--- config.mk ---
export PLATFORM = sky130hd
export DESIGN_NAME = hamming_stream_codec_flat
export DESIGN_NICKNAME = d
export VERILOG_FILES = /design/src/rtl/hamming_stream_codec_if.sv /design/src/rtl/hamming_stream_codec.sv /design/src/flat_wrapper.sv
export SDC_FILE = /design/constraint.sdc
export NUM_CORES = 1
export LEC_CHECK = 0
export ABC_AREA = 1
export BUFFER_PORTS_ARGS = -buffer_cell sky130_fd_sc_hd__buf_2
export CORE_UTILIZATION = 25
export CTS_BUF_LIST = sky130_fd_sc_hd__clkbuf_4 sky130_fd_sc_hd__clkbuf_8
export DETAILED_ROUTE_END_ITERATION = 8
export MAX_ROUTING_LAYER = met4
export SYNTH_ARGS = -nofsm -noshare
export SYNTH_HDL_FRONTEND = slang
export SYNTH_SLANG_ARGS = --single-unit
--- constraint.sdc ---
create_clock -name clk -period 2.69 [get_ports clk]
set_clock_uncertainty 0.15 [all_clocks]
set_input_delay 0.538 -clock clk [delete_from_list [all_inputs] [get_ports clk]]
set_output_delay 0.538 -clock clk [all_outputs]
set_load 0.01 [all_outputs]
--- src/rtl/hamming_stream_codec_if.sv ---
// ---------------------------------------------------------------------------
// hamming_stream_codec_if
//
// Streaming bus of the Hamming codec: an input channel (valid/ready + mode +
// data) and an output channel (valid/ready + mode + data + decode status).
//
// Parameters:
//   DATA_W  data bits per word; PAR_W and CODE_W are derived from it exactly
//           as inside the codec so both sides agree on widths.
// Optional feature macro: HAMMING_SECDED_EN widens CODE_W by one bit.
//
// Modports:
//   master  producer/consumer side (drives in_*, out_ready)
//   slave   codec side (drives in_ready, out_*)
// ---------------------------------------------------------------------------
interface hamming_stream_codec_if #(
  parameter int DATA_W = 4
);

  // Smallest r with 2^r >= DATA_W + r + 1.
  function automatic int calc_par_w(input int dw);
    int r;
    r = 1;
    while ((1 << r) < dw + r + 1) r++;
    return r;
  endfunction

  localparam int PAR_W = calc_par_w(DATA_W);
`ifdef HAMMING_SECDED_EN
  localparam int CODE_W = DATA_W + PAR_W + 1;
`else
  localparam int CODE_W = DATA_W + PAR_W;
`endif

  logic              in_valid;
  logic              in_ready;
  logic              in_mode;
  logic [CODE_W-1:0] in_data;
  logic              out_valid;
  logic              out_ready;
  logic              out_mode;
  logic [CODE_W-1:0] out_data;
  logic [PAR_W-1:0]  out_syndrome;
  logic              out_err_single;
  logic              out_err_uncorr;

  modport master (
    output in_valid, in_mode, in_data, out_ready,
    input  in_ready, out_valid, out_mode, out_data, out_syndrome,
           out_err_single, out_err_uncorr
  );

  modport slave (
    input  in_valid, in_mode, in_data, out_ready,
    output in_ready, out_valid, out_mode, out_data, out_syndrome,
           out_err_single, out_err_uncorr
  );

endinterface

--- src/rtl/hamming_stream_codec.sv ---
// ---------------------------------------------------------------------------
// hamming_stream_codec
//
// Two-stage pipelined Hamming encoder/decoder with valid/ready streaming and
// saturating error-statistics counters.
//   S1: registers the incoming word; parity (encode) and syndrome (decode)
//       are computed from the S1 register.
//   S2: single-bit correction, drives the registered outputs.
// A word accepted in cycle N is presented in cycle N+2 when not stalled.
//
// Parameters:
//   DATA_W  data bits per word (1..57)
//   CNT_W   width of each error counter
// Optional feature macro: HAMMING_SECDED_EN adds an overall-parity bit at the
// codeword MSB and enables double-error detection.
//
// Ports:
//   clk            rising-edge clock
//   rst_n          synchronous active-low reset
//   bus            streaming bus (slave modport): in_* / out_* channels
//   clr_cnt        synchronous clear of both counters (wins over increment)
//   cnt_corrected  saturating count of corrected words
//   cnt_uncorr     saturating count of uncorrectable words
// ---------------------------------------------------------------------------
module hamming_stream_codec #(
  parameter int DATA_W = 4,
  parameter int CNT_W  = 16
) (
  input  logic                  clk,
  input  logic                  rst_n,
  hamming_stream_codec_if.slave bus,
  input  logic                  clr_cnt,
  output logic [CNT_W-1:0]      cnt_corrected,
  output logic [CNT_W-1:0]      cnt_uncorr
);

  function automatic int calc_par_w(input int dw);
    int r;
    r = 1;
    while ((1 << r) < dw + r + 1) r++;
    return r;
  endfunction

  localparam int PAR_W = calc_par_w(DATA_W);
  // Hamming positions 1..HAM_W, excluding any overall-parity bit.
  localparam int HAM_W = DATA_W + PAR_W;
`ifdef HAMMING_SECDED_EN
  localparam int CODE_W = HAM_W + 1;
`else
  localparam int CODE_W = HAM_W;
`endif

  logic              s1_valid_q, s1_valid_d;
  logic              s1_mode_q, s1_mode_d;
  logic [CODE_W-1:0] s1_data_q, s1_data_d;

  logic              out_valid_q, out_valid_d;
  logic              out_mode_q, out_mode_d;
  logic [CODE_W-1:0] out_data_q, out_data_d;
  logic [PAR_W-1:0]  out_syn_q, out_syn_d;
  logic              out_single_q, out_single_d;
  logic              out_uncorr_q, out_uncorr_d;

  logic [CNT_W-1:0]  cnt_corr_q, cnt_corr_d;
  logic [CNT_W-1:0]  cnt_unc_q, cnt_unc_d;

  logic              en;
  logic              xfer_out;
  logic [CODE_W-1:0] enc_cw;
  logic [PAR_W-1:0]  syn;
  logic [CODE_W-1:0] flip_mask;
  logic              syn_in_range;
  logic [CODE_W-1:0] fixed_cw;
  logic [DATA_W-1:0] dec_data;
  logic              dec_single;
  logic              dec_uncorr;
`ifdef HAMMING_SECDED_EN
  logic              pa;
`endif

  assign en            = !out_valid_q || bus.out_ready;
  assign xfer_out      = out_valid_q && bus.out_ready;
  assign bus.in_ready  = rst_n && en;

  assign bus.out_valid      = out_valid_q;
  assign bus.out_mode       = out_mode_q;
  assign bus.out_data       = out_data_q;
  assign bus.out_syndrome   = out_syn_q;
  assign bus.out_err_single = out_single_q;
  assign bus.out_err_uncorr = out_uncorr_q;
  assign cnt_corrected      = cnt_corr_q;
  assign cnt_uncorr         = cnt_unc_q;

  // Encoder: scatter data bits into the non-power-of-two positions, then fill
  // each parity position 2^j. Parity positions are still zero while their
  // group is summed, and no other parity position lies in group j.
  always_comb begin : encode_c
    int  k;
    logic par;
    enc_cw = '0;
    k      = 0;
    par    = 1'b0;
    for (int p = 1; p <= HAM_W; p++) begin
      if ((p & (p - 1)) != 0) begin
        enc_cw[p-1] = s1_data_q[k];
        k++;
      end
    end
    for (int j = 0; j < PAR_W; j++) begin
      par = 1'b0;
      for (int p = 1; p <= HAM_W; p++) begin
        if (((p >> j) & 1) != 0) par = par ^ enc_cw[p-1];
      end
      enc_cw[(1 << j) - 1] = par;
    end
`ifdef HAMMING_SECDED_EN
    enc_cw[CODE_W-1] = ^enc_cw[HAM_W-1:0];
`endif
  end

  // Syndrome over the Hamming positions of the received word.
  always_comb begin : syndrome_c
    syn = '0;
    for (int j = 0; j < PAR_W; j++) begin
      for (int p = 1; p <= HAM_W; p++) begin
        if (((p >> j) & 1) != 0) syn[j] = syn[j] ^ s1_data_q[p-1];
      end
    end
  end

`ifdef HAMMING_SECDED_EN
  assign pa = ^s1_data_q;
`endif

  // One-hot mask of the bit the syndrome points at; empty when the syndrome
  // is zero or names a position beyond the codeword.
  always_comb begin : flip_mask_c
    flip_mask = '0;
    for (int b = 0; b < CODE_W; b++) begin
      if ((syn != '0) && (syn == PAR_W'(b + 1))) flip_mask[b] = 1'b1;
    end
  end

  assign syn_in_range = |flip_mask;

  always_comb begin : correct_c
    int k;
    fixed_cw   = s1_data_q;
    dec_single = 1'b0;
    dec_uncorr = 1'b0;
    dec_data   = '0;
    k          = 0;
`ifdef HAMMING_SECDED_EN
    // Zero syndrome with odd overall parity: only the overall-parity bit is
    // wrong, so the data is already good. Nonzero syndrome with even parity
    // means two flipped bits.
    if (syn == '0) begin
      dec_single = pa;
    end else if (pa) begin
      if (syn_in_range) begin
        fixed_cw   = s1_data_q ^ flip_mask;
        dec_single = 1'b1;
      end else begin
        dec_uncorr = 1'b1;
      end
    end else begin
      dec_uncorr = 1'b1;
    end
`else
    if (syn != '0) begin
      if (syn_in_range) begin
        fixed_cw   = s1_data_q ^ flip_mask;
        dec_single = 1'b1;
      end else begin
        dec_uncorr = 1'b1;
      end
    end
`endif
    for (int p = 1; p <= HAM_W; p++) begin
      if ((p & (p - 1)) != 0) begin
        dec_data[k] = fixed_cw[p-1];
        k++;
      end
    end
  end

  // Pipeline advance: every stage moves together only when the output
  // register is free or being drained, so a stall freezes all out_*.
  always_comb begin : next_c
    s1_valid_d   = s1_valid_q;
    s1_mode_d    = s1_mode_q;
    s1_data_d    = s1_data_q;
    out_valid_d  = out_valid_q;
    out_mode_d   = out_mode_q;
    out_data_d   = out_data_q;
    out_syn_d    = out_syn_q;
    out_single_d = out_single_q;
    out_uncorr_d = out_uncorr_q;
    if (en) begin
      s1_valid_d  = bus.in_valid;
      s1_mode_d   = bus.in_mode;
      s1_data_d   = bus.in_data;
      out_valid_d = s1_valid_q;
      out_mode_d  = s1_mode_q;
      if (s1_mode_q) begin
        out_data_d   = {{(CODE_W-DATA_W){1'b0}}, dec_data};
        out_syn_d    = syn;
        out_single_d = dec_single;
        out_uncorr_d = dec_uncorr;
      end else begin
        out_data_d   = enc_cw;
        out_syn_d    = '0;
        out_single_d = 1'b0;
        out_uncorr_d = 1'b0;
      end
    end
  end

  // Counters step on a decode-mode output transfer carrying the matching
  // flag; clear takes priority and they stick at all-ones.
  always_comb begin : counters_c
    cnt_corr_d = cnt_corr_q;
    cnt_unc_d  = cnt_unc_q;
    if (clr_cnt) begin
      cnt_corr_d = '0;
      cnt_unc_d  = '0;
    end else if (xfer_out && out_mode_q) begin
      if (out_single_q && (cnt_corr_q != {CNT_W{1'b1}})) cnt_corr_d = cnt_corr_q + CNT_W'(1);
      if (out_uncorr_q && (cnt_unc_q != {CNT_W{1'b1}}))  cnt_unc_d  = cnt_unc_q + CNT_W'(1);
    end
  end

  always_ff @(posedge clk) begin
    if (!rst_n) begin
      s1_valid_q   <= 1'b0;
      s1_mode_q    <= 1'b0;
      s1_data_q    <= '0;
      out_valid_q  <= 1'b0;
      out_mode_q   <= 1'b0;
      out_data_q   <= '0;
      out_syn_q    <= '0;
      out_single_q <= 1'b0;
      out_uncorr_q <= 1'b0;
      cnt_corr_q   <= '0;
      cnt_unc_q    <= '0;
    end else begin
      s1_valid_q   <= s1_valid_d;
      s1_mode_q    <= s1_mode_d;
      s1_data_q    <= s1_data_d;
      out_valid_q  <= out_valid_d;
      out_mode_q   <= out_mode_d;
      out_data_q   <= out_data_d;
      out_syn_q    <= out_syn_d;
      out_single_q <= out_single_d;
      out_uncorr_q <= out_uncorr_d;
      cnt_corr_q   <= cnt_corr_d;
      cnt_unc_q    <= cnt_unc_d;
    end
  end

endmodule

--- src/flat_wrapper.sv ---
// flat-port wrapper written by rule: the top's interface ports become plain ports
module hamming_stream_codec_flat 
#(
  parameter int DATA_W = 4,
  parameter int CNT_W  = 16
)
  (clk, rst_n, clr_cnt, cnt_corrected, cnt_uncorr, bus_in_valid, bus_in_mode, bus_in_data, bus_out_ready, bus_in_ready, bus_out_valid, bus_out_mode, bus_out_data, bus_out_syndrome, bus_out_err_single, bus_out_err_uncorr);
  hamming_stream_codec_if #(.DATA_W(DATA_W)) bus_i ();
  input  logic clk;
  input  logic rst_n;
  input  logic clr_cnt;
  output logic [CNT_W-1:0] cnt_corrected;
  output logic [CNT_W-1:0] cnt_uncorr;
  input wire logic [$bits(bus_i.in_valid)-1:0] bus_in_valid;
  input wire logic [$bits(bus_i.in_mode)-1:0] bus_in_mode;
  input wire logic [$bits(bus_i.in_data)-1:0] bus_in_data;
  input wire logic [$bits(bus_i.out_ready)-1:0] bus_out_ready;
  output wire logic [$bits(bus_i.in_ready)-1:0] bus_in_ready;
  output wire logic [$bits(bus_i.out_valid)-1:0] bus_out_valid;
  output wire logic [$bits(bus_i.out_mode)-1:0] bus_out_mode;
  output wire logic [$bits(bus_i.out_data)-1:0] bus_out_data;
  output wire logic [$bits(bus_i.out_syndrome)-1:0] bus_out_syndrome;
  output wire logic [$bits(bus_i.out_err_single)-1:0] bus_out_err_single;
  output wire logic [$bits(bus_i.out_err_uncorr)-1:0] bus_out_err_uncorr;
  assign bus_i.in_valid = bus_in_valid;
  assign bus_i.in_mode = bus_in_mode;
  assign bus_i.in_data = bus_in_data;
  assign bus_i.out_ready = bus_out_ready;
  assign bus_in_ready = bus_i.in_ready;
  assign bus_out_valid = bus_i.out_valid;
  assign bus_out_mode = bus_i.out_mode;
  assign bus_out_data = bus_i.out_data;
  assign bus_out_syndrome = bus_i.out_syndrome;
  assign bus_out_err_single = bus_i.out_err_single;
  assign bus_out_err_uncorr = bus_i.out_err_uncorr;
  hamming_stream_codec #(.DATA_W(DATA_W), .CNT_W(CNT_W)) u_core (.clk(clk), .rst_n(rst_n), .bus(bus_i), .clr_cnt(clr_cnt), .cnt_corrected(cnt_corrected), .cnt_uncorr(cnt_uncorr));
endmodule
**Yosys cells after proc, flatten, opt, wreduce, memory -nomap -nowiden**

Index checks and enable logic that the tools add are counted.

- Bitwise operators: 15
- Add/sub/neg operators: 2
- Mux-type cells: 17
- Reduce and logical (&&, ||, !) cells: 19
- Eq/ne operators: 9

Operators with widths:

| cell | number |
|---|---|
| $add 16x1->16 const B | 2 |
| $ne 16x16->1 const B | 2 |
| $mux 7 | 3 |
| $mux 1 | 13 |
| $xor 1x1->1 | 13 |
| $eq 3x3->1 const B | 4 |
| $logic_and 1x1->1 | 12 |
| $reduce_or 7->1 | 1 |
| $xor 7x7->7 | 1 |
| $eq 3x2->1 const B | 2 |
| $reduce_and 2->1 | 2 |
| $eq 3x1->1 const B | 1 |
| $mux 3 | 1 |
| $reduce_bool 3->1 | 1 |
| $reduce_or 2->1 | 1 |
| $logic_not 1->1 | 1 |
| $logic_or 1x1->1 | 1 |
| $not 1->1 | 1 |

- Register bits: 55
- Word-level logic and storage cells: 73
- Input bits: 13
- Output and inout bits: 47

**Logic depth before layout (Yosys ltp)**

Gate-level depths: netlist of the first run.

- Depth in word-level cells: 10
- Mapped depth: 13
- Gate-level depth less buffers: 13

**Worst setup path after synthesis of the first run**

No wires, ideal clock.

- Path kind: input port to output port
- Start: input port rst_n
- End: output port bus_in_ready
- Data arrival time: 1.151 ns
- Required time: 2.002 ns
- Stages on the path: 3
- Path buffers: 1
- Setup slack: 0.851 ns
- Cell sequence: inv_1 nor2_1 buf_2

- Longest elaborated chain between the ends: 1

RTL lines:

| element | line | source |
|---|---|---|
| start: declaration | flat_wrapper.sv:10 | `input logic rst_n;` |
| $logic_and 1x1->1 | hamming_stream_codec.sv:83 | `assign bus.in_ready = rst_n && en;` |
| end: declaration | flat_wrapper.sv:18 | `output wire logic [$bits(bus_i.in_ready)-1:0] bus_in_ready;` |

No other way between the ends.

**Final worst setup path of the first run**

- Start: register u_core.cnt_corr_q[0] (netlist: u_core.cnt_corrected[0])
- End: register u_core.cnt_corr_q[7] (netlist: u_core.cnt_corrected[7])

- Longest elaborated chain between the ends: 3
- Elaborated cells between the ends (all ways): 4
- Classes of those cells: add/sub (1); eq/ne (1); reduce/logical (2)

RTL lines:

| element | line | source |
|---|---|---|
| start: declaration | hamming_stream_codec.sv:64 | `logic [CNT_W-1:0] cnt_corr_q, cnt_corr_d;` |
| start signal: assignment | hamming_stream_codec.sv:256 | `cnt_corr_q <= cnt_corr_d;` |
| branches (longest 3 deep; another with $add 16x1->16) | - |  |

Parallel ways; which one is timed is not known.
A chain may end at the register's enable or synchronous reset.

==> results of run 1 <==
[final cells by class]
class                           count  area, sq um  share of cell area [%]
Inverter                           57          216                    6.29
Multi-Input combinational cell    308         1520                    44.1
Tap cell                          143          179                    5.20
Sequential cell                    55         1100                    32.0
Timing Repair Buffer               61          310                    9.01
Clock inverter                      2         35.0                    1.02
Clock buffer                        6         82.6                    2.40
[metal layers]
layer  part of all wire [%]  global-route usage (%)
met5                      0                       -
met4                    1.1                    3.90
met3                    5.3                    2.37
met2                     44                    21.5
met1                     49                    17.7
[metrics by stage]
stage / hold slack [ns] / util, % / area (sq um) / setup slack [ns] / power (uW)
after floorplan: 0.281 / - / 2910 / 0.851 / 979
after global placement: 0.310 / 29.2 / 3320 / 0.825 / 1030
after detailed placement: 0.296 / 29.2 / 3320 / 0.693 / 1030
after CTS: 0.266 / 30.3 / 3440 / 0.775 / 1610
after global routing: 0.297 / 30.3 / 3440 / 0.582 / 1680
final: 0.278 / 30.3 / 3440 / 0.755 / 1600
[state kept, by name, summed over array words and instances (netlist names)]
name	flops
u_core.cnt_corrected	16
u_core.cnt_uncorr	16
u_core.bus.out_data	7
u_core.s1_data_q	7
u_core.bus.out_syndrome	3
u_core.bus.out_err_single	1
u_core.bus.out_err_uncorr	1
u_core.bus.out_mode	1
u_core.bus.out_valid	1
u_core.s1_mode_q	1
u_core.s1_valid_q	1
[logic make-up after synthesis]
group | Yosys count | share of synthesized area, %
buffers and inverters | 68 | 10.0
flip-flops | 55 | 37.8
XOR/XNOR | 19 | 5.72
AO/OA/AOI/OAI | 64 | 11.9
AND/OR/NAND/NOR | 223 | 33.7
adder cells (fa/ha/maj) | 2 | 0.860
[cells in the final DEF (no fill, tap or decap), types with 2 or more instances in the layout]
cell      Yosys  final
nor2_2        3      3
ha_1          2      2
a21oi_1      30     30
a32o_1        4      4
nand2_1     122    122
inv_1        50     50
a31oi_1       2      2
nand3_1      31     31
nand2_4       2      2
nand2_2       3      3
buf_2         3     59
nor4_1        2      2
dfxtp_1      55     55
xnor2_1       7      7
inv_2         6      6
clkbuf_8      0      6
xor2_1       12     12
o21ai_0      24     24
nor3_1       14     14
nand4_1       7      7
buf_4         0      2
nor2_1       34     34
o21ai_1       2      2
[power by group]
group	switching [uW]	internal, uW	total (uW)
Combinational	104	56.6	161
Clock	276	302	578
Sequential	20.9	836	857
[worst register-to-register path, stage by stage (launching register included)]
cell,delay [ns]
dfxtp_1,0.44
ha_1,0.27
inv_1,0.11
nor4_2,0.14
nand3_1,0.15
nand2_4,0.21
inv_2,0.16
o21ai_0,0.11
a21oi_1,0.08
[worst paths after layout]
kind	start	to	cells after the start
min reg2reg	u_core.bus.out_data[2]$_SDFFE_PN0N_	u_core.bus.out_data[2]$_SDFFE_PN0N_	2
max reg2reg	u_core.cnt_corrected[0]$_SDFFE_PP0P_	u_core.cnt_corrected[7]$_SDFFE_PP0P_	8
max	u_core.cnt_corrected[0]$_SDFFE_PP0P_	u_core.cnt_corrected[7]$_SDFFE_PP0P_	8
min	bus_in_data[4]	u_core.s1_data_q[4]$_SDFFE_PN0N_	3
==> metrics.yaml, run 1 <==
yosys:
  synthCells: 431
  synthTopCellsByCount: "nand2_1, dfxtp_1, inv_1"
  synth_largest_area_cell: "dfxtp_1"
  synth-seq-cells: 55
  netlist_area_sq_um: 2910
  synth_nets: 446
  post-synth-top-count-cell: "nand2_1"
  synth_cell_types: 31
  ys_top_cells_by_area: "dfxtp_1, nand2_1, inv_1"
  synth_edf_count: 0
  yosysTopAreaCellShare_pct: 37.8
  yosys_warnings: 0
  syn-mean-instance-area_sq_um: 6.75
  synth-main-ff-cell: "dfxtp_1"
  ys_seq_area_share_pct: 37.8
  synthArstFlopShare_pct: 0
global_routing:
  grt_max_degree: 21
  grt_first_pass_wirelength_microns: 12700
  antenna_found_initial: 0
  grt_util_all_layers_pct: 13.6
  first_global_vias: 2725
  grt-ovfl-total: 0
setup_path:
  start_kind: "flip-flop"
  arrival_ns: 1.96
  cp.required_ns: 2.71
  slowest_delay_ns: 0.44
  cp.buffers_inverters: 2
  slowest_stage: "dfxtp_1"
  r2r_setup_slack_ns: 0.76
  worstSetupPathType: "flip-flop to flip-flop"
  crit_chain: "ha_1 > inv_1 > nor4_2 > nand3_1 > nand2_4 > inv_2 > o21ai_0 > a21oi_1"
  path_delay_family: "simple AND/OR/NAND/NOR gates"
  cp-end-kind: "flip-flop"
  path_max_fanout: 19
detailed_routing:
  via_count: 2896
  ant_nets: 0
  firstDrtPassIters: 4
  drt_iter0_drc: 136
  via_per_inst: 4.58
  drc: 0
  drt-total-wl_microns: 7540
  wire_per_inst_microns: 11.9
power_and_ir_drop:
  p_per_area_nw_per_um2: 464
  vdd_drop_max_v: 0.000297
  p_leak_uw: 0.00142
clock_tree:
  cts_resized: 0
  hold_buffers: 0
  cts_setup_buffers: 0
  cts.clk_slew.worst_paths_ns: 0.10
  htree_levels: 2
  cts_buffer_depth: 2
  cts_tree: "yes"
  clk_latency_ns: 0.30
  cts_buffers: 5
  root_buffer: "clkbuf_8"
  cts.sinks: 55
layout:
  fin_cells: 632
  nets: 503
  syn_to_final_growth_pct: 18.3
  n_antenna_cell: 0
  drive_above_1_share_pct: 18.2
  fillers: 1277
flow_run:
  cap_violations: 0
placed_design:
  placed_cells: 624
  gp_congestion: 0.865
  numPortBuffers: 59
  dp_hpwl_microns: 5710
floorplanning:
  rows: 39
  io_pins: 60
  coreArea_sq_um: 11400
  die_h_microns: 110
  dieWidth_microns: 110
  die_area_sq_um: 12100
  initial_utilization_pct: 25.6
timing:
  hold_viol: 0
  max_slew_margin_pct: 51.8
  setup_tns_ns: 0
  rsz0062_at_grt: "no"
  min_period_ns: 1.93
  setup_viol: 0
  slew_viol_final: 0
  max_freq_mhz: 517
  min_period_over_period_pct: 71.9
  worst_slew_pin_slew_ns: 0.722
outcome:
  status: "finished, final reports clean"
worst_hold_path:
  hold_class: "primary input to flip-flop"
Power figures use the tool's default switching activity.
==> run 2, diff against run 1 <==
--- a/config.mk
+++ b/config.mk
@@ -5,7 +5,7 @@
 export SDC_FILE = /design/constraint.sdc
 export NUM_CORES = 1
 export LEC_CHECK = 0
-export ABC_AREA = 1
+export ABC_AREA = 0
 export BUFFER_PORTS_ARGS = -buffer_cell sky130_fd_sc_hd__buf_2
 export CORE_UTILIZATION = 25
 export CTS_BUF_LIST = sky130_fd_sc_hd__clkbuf_4 sky130_fd_sc_hd__clkbuf_8
==> constraint.sdc (replaced) <==
create_clock -name clk -period 1.8 [get_ports clk]
set_clock_uncertainty 0.15 [all_clocks]
set_input_delay 0.36 -clock clk [delete_from_list [all_inputs] [get_ports clk]]
set_output_delay 0.36 -clock clk [all_outputs]
set_load 0.01 [all_outputs]
==> run 2 against run 1 <==
  * Design area up 20%
  * Non-clock buffer count rose by 58
  * Critical endpoint is now bus_in_ready
  * First-iteration DRC count is 12% higher
  * Sequential share of layout area down 4.5 points
  * The flow now finishes with violations (design-rule violations)
  * Count of clock-buffer cells in the layout is the same
  * Synthesized cell count is 13% lower
  * Area after synthesis up 4.2%
==> metrics.yaml, run 2 <==
floorplanning:
  initial_utilization_pct: 26.1  # was 25.6%
  rows: 39  # unchanged
  coreArea_sq_um: 11600  # was 11400 sq um
  die_area_sq_um: 12600  # was 12100 sq um
  io_pins: 60  # unchanged
  dieWidth_microns: 112  # was 110 microns
  die_h_microns: 112  # was 110 microns
global_routing:
  grt_use_met1_pct: 17.9  # was 17.7%
  grt_first_pass_wirelength_microns: 13900  # was 12700 microns
  grt_util_all_layers_pct: 13.8  # was 13.6%
  grt-ovfl-total: 0  # unchanged
  grt_max_degree: 29  # was 21
  antenna_found_initial: 0  # unchanged
  grtUsageMet2_pct: 22.2  # was 21.5%
  grt-busiest-layer: "met2"  # unchanged
  first_global_vias: 2936  # was 2725
  met3_usage_pct: 2.59  # was 2.37%
clock_tree:
  htree_levels: 2  # unchanged
  cts_buffer_depth: 2  # unchanged
  cts.sinks: 55  # unchanged
  clk_latency_ns: 0.32  # was 0.30 ns
  cts.clk_slew.worst_paths_ns: 0.10  # about the same
  hold_buffers: 0  # unchanged
  cts_tree: "yes"  # unchanged
  root_buffer: "clkbuf_8"  # unchanged
  cts_buffers: 5  # unchanged
detailed_routing:
  drt-total-wl_microns: 8320  # was 7540 microns
  drt_iter0_drc: 152  # was 136
  drc: 8  # was 0
  ant_nets: 0  # unchanged
  via_count: 3024  # was 2896
  firstDrtPassIters: 6  # was 4
  via_per_inst: 4.89  # was 4.58
  wire_per_inst_microns: 13.4  # was 11.9 microns
power_and_ir_drop:
  p_leak_uw: 0.00174  # was 0.00142 uW
  p_per_area_nw_per_um2: 627  # was 464 nW/um^2
  intPower_uw: 1900  # was 1190 uW
  vdd_drop_max_v: 0.000346  # was 0.000297 V
  clockPowerShare_pct: 34.9  # was 36.2%
  seq_power_share_pct: 49.5  # was 53.7%
  pwr-share-comb_pct: 15.5  # was 10.1%
  switchingPower_uw: 687  # was 401 uW
  switching_share_pct: 26.6  # was 25.1%
  fin_total_pwr_uw: 2580  # was 1600 uW
yosys:
  synth_edf_count: 0  # unchanged
  synth-main-ff-cell: "dfxtp_1"  # unchanged
  yosys_warnings: 0  # unchanged
  yosysTopAreaCellShare_pct: 36.3  # was 37.8%
  synth_largest_area_cell: "dfxtp_1"  # unchanged
  synthArstFlopShare_pct: 0  # unchanged
  synth-seq-cells: 55  # unchanged
  post-synth-top-count-cell: "dfxtp_1"  # was nand2_1
  netlist_area_sq_um: 3030  # was 2910 sq um
  synth_nets: 388  # was 446
  synth_cell_types: 55  # was 31
  ys_top_cells_by_area: "dfxtp_1, xor2_1, nand2_1"  # was dfxtp_1, nand2_1, inv_1
  synthCells: 373  # was 431
  ys_seq_area_share_pct: 36.3  # was 37.8%
  syn-mean-instance-area_sq_um: 8.13  # was 6.75 sq um
  synthTopCellsByCount: "dfxtp_1, nand2_1, nor2_1"  # was nand2_1, dfxtp_1, inv_1
worst_hold_path:
  hold_class: "primary input to flip-flop"  # unchanged
outcome:
  violations: "design-rule violations"
  status: "complete, but fails checks"  # was finished, final reports clean
placed_design:
  placed_cells: 609  # was 624
  dp_hpwl_microns: 5990  # was 5710 microns
  gp_congestion: 0.848  # was 0.865
  dp_worst_setup_slack_ns: -0.0860  # was 0.693 ns
  numPortBuffers: 59  # unchanged
layout:
  n_antenna_cell: 0  # unchanged
  syn_to_final_growth_pct: 35.8  # was 18.3%
  drive_above_1_share_pct: 35.1  # was 18.2%
  nets: 490  # was 503
  layout_common_cells: "buf_2, buf_4, nand2_1"  # was nand2_1, buf_2, dfxtp_1
  fin_util_pct: 35.5  # was 30.3%
  fin_cells: 619  # was 632
setup_path:
  r2r-end: "u_core.cnt_uncorr[1]$_SDFFE_PP0P_"  # was u_core.cnt_corrected[7]$_SDFFE_PP0P_
  arrival_ns: 1.24  # was 1.96 ns
  cp.required_ns: 1.29  # was 2.71 ns
  path_max_fanout: 6  # was 19
  cp-startpoint: "u_core.bus.out_valid$_SDFFE_PN0N_"  # was u_core.cnt_corrected[0]$_SDFFE_PP0P_
  reg2reg_depth: 5  # was 8
  cp-end-kind: "output port"  # was flip-flop
  start_kind: "flip-flop"  # unchanged
  worstSetupPathType: "flip-flop to output port"  # was flip-flop to flip-flop
  r2r_setup_slack_ns: 0.07  # was 0.76 ns
  r2r-start: "u_core.cnt_uncorr[9]$_SDFFE_PP0P_"  # was u_core.cnt_corrected[0]$_SDFFE_PP0P_
  crit_end: "bus_in_ready"  # was u_core.cnt_corrected[7]$_SDFFE_PP0P_
timing:
  max_freq_mhz: 571
  setup_viol: 0  # unchanged
  whs_ns: 0.136  # was 0.278 ns
  max_slew_margin_pct: 74.6  # was 51.8%
  rsz0062_at_grt: "yes"  # was no
  min_period_ns: 1.75
  min_period_over_period_pct: 97.3
  setup_ws_ns: 0.0483  # was 0.755 ns
  hold_viol: 0  # unchanged
  worst_slew_pin_slew_ns: 0.380  # was 0.722 ns
  slew_viol_final: 0  # unchanged
flow_run:
  cap_violations: 0  # unchanged
## run 2: changes by cell type after synthesis, moves of 11 or more
cell	change
inv_1	-43
nand2_1	-81
xor2_1	+11
and3_1	+13
nand3_1	-19
a21boi_0	+11
## run 2: routing by layer
layer | share of wire (%) | vias up | routed length (microns)
met5 | 0 | - | 0
met1 | 48 | 1426 | 3960
met4 | 0.89 | 0 | 74
li1 | - | 1516 | -
met3 | 4.7 | 8 | 390
met2 | 47 | 74 | 3890
## run 2: repair_timing
item / 4_1_cts / 5_1_grt
gates resized for setup: 4 / 30
setup endpoints to repair: 5 / 20
setup buffers: 1 / 1
pin swaps: 1 / 2
cloned: 0 / 0
## run 2: worst max-delay path: stages (launching register included)
cell     delay (ns)
dfxtp_4        0.39
or2b_1         0.25
and2_4         0.17
buf_6          0.11
## run 2: worst min path at each step
stage                                         from                                end  cells after the start
floorplan           u_core.s1_valid_q$_SDFFE_PN0N_  u_core.bus.out_valid$_SDFFE_PN0N_                      1
global placement    u_core.s1_valid_q$_SDFFE_PN0N_  u_core.bus.out_valid$_SDFFE_PN0N_                      1
detailed placement  u_core.s1_valid_q$_SDFFE_PN0N_  u_core.bus.out_valid$_SDFFE_PN0N_                      1
CTS                                 bus_in_data[1]   u_core.s1_data_q[1]$_SDFFE_PN0N_                      3
global route                        bus_in_data[2]   u_core.s1_data_q[2]$_SDFFE_PN0N_                      3
finish                              bus_in_data[0]   u_core.s1_data_q[0]$_SDFFE_PN0N_                      3
## run 2: logic make-up (layout without fill, tap and decap cells)
logic type,after synthesis,after routing,share of synthesized area [%]
mux,3,3,0.990
flops,55,55,36.3
xor+xnor,40,40,11.6
buf+inv,31,134,4.50
compound gates,81,81,17.4
fa+ha+maj,2,2,0.825
simple gates,161,161,28.5
## run 2: cell type report
| cell class | count | area (sq um) |
|---|---|---|
| Fill cell | 1210 | 7490 |
| Clock buffer | 6 | 82.6 |
| Multi-Input combinational cell | 287 | 1880 |
| Sequential cell | 55 | 1130 |
| Inverter | 7 | 26.3 |
| Tap cell | 143 | 179 |
| Timing Repair Buffer | 119 | 777 |
| Clock inverter | 2 | 38.8 |
## run 2: through the flow
stage	cell area, sq um	TNS, ns
2_1_floorplan	3040	0
3_3_place_gp	3870	-0.0273
3_5_place_dp	3870	-0.208
4_1_cts	4010	0
5_1_grt	4120	-0.0756
6_report	4120	0
## run 2: power groups by stage
stage	registers (uW)	clock network (uW)	logic [uW]
floorplan	1300	0	247
global placement	1310	0	381
detailed placement	1310	0	386
CTS	1280	939	394
global route	1290	982	442
finish	1280	903	401
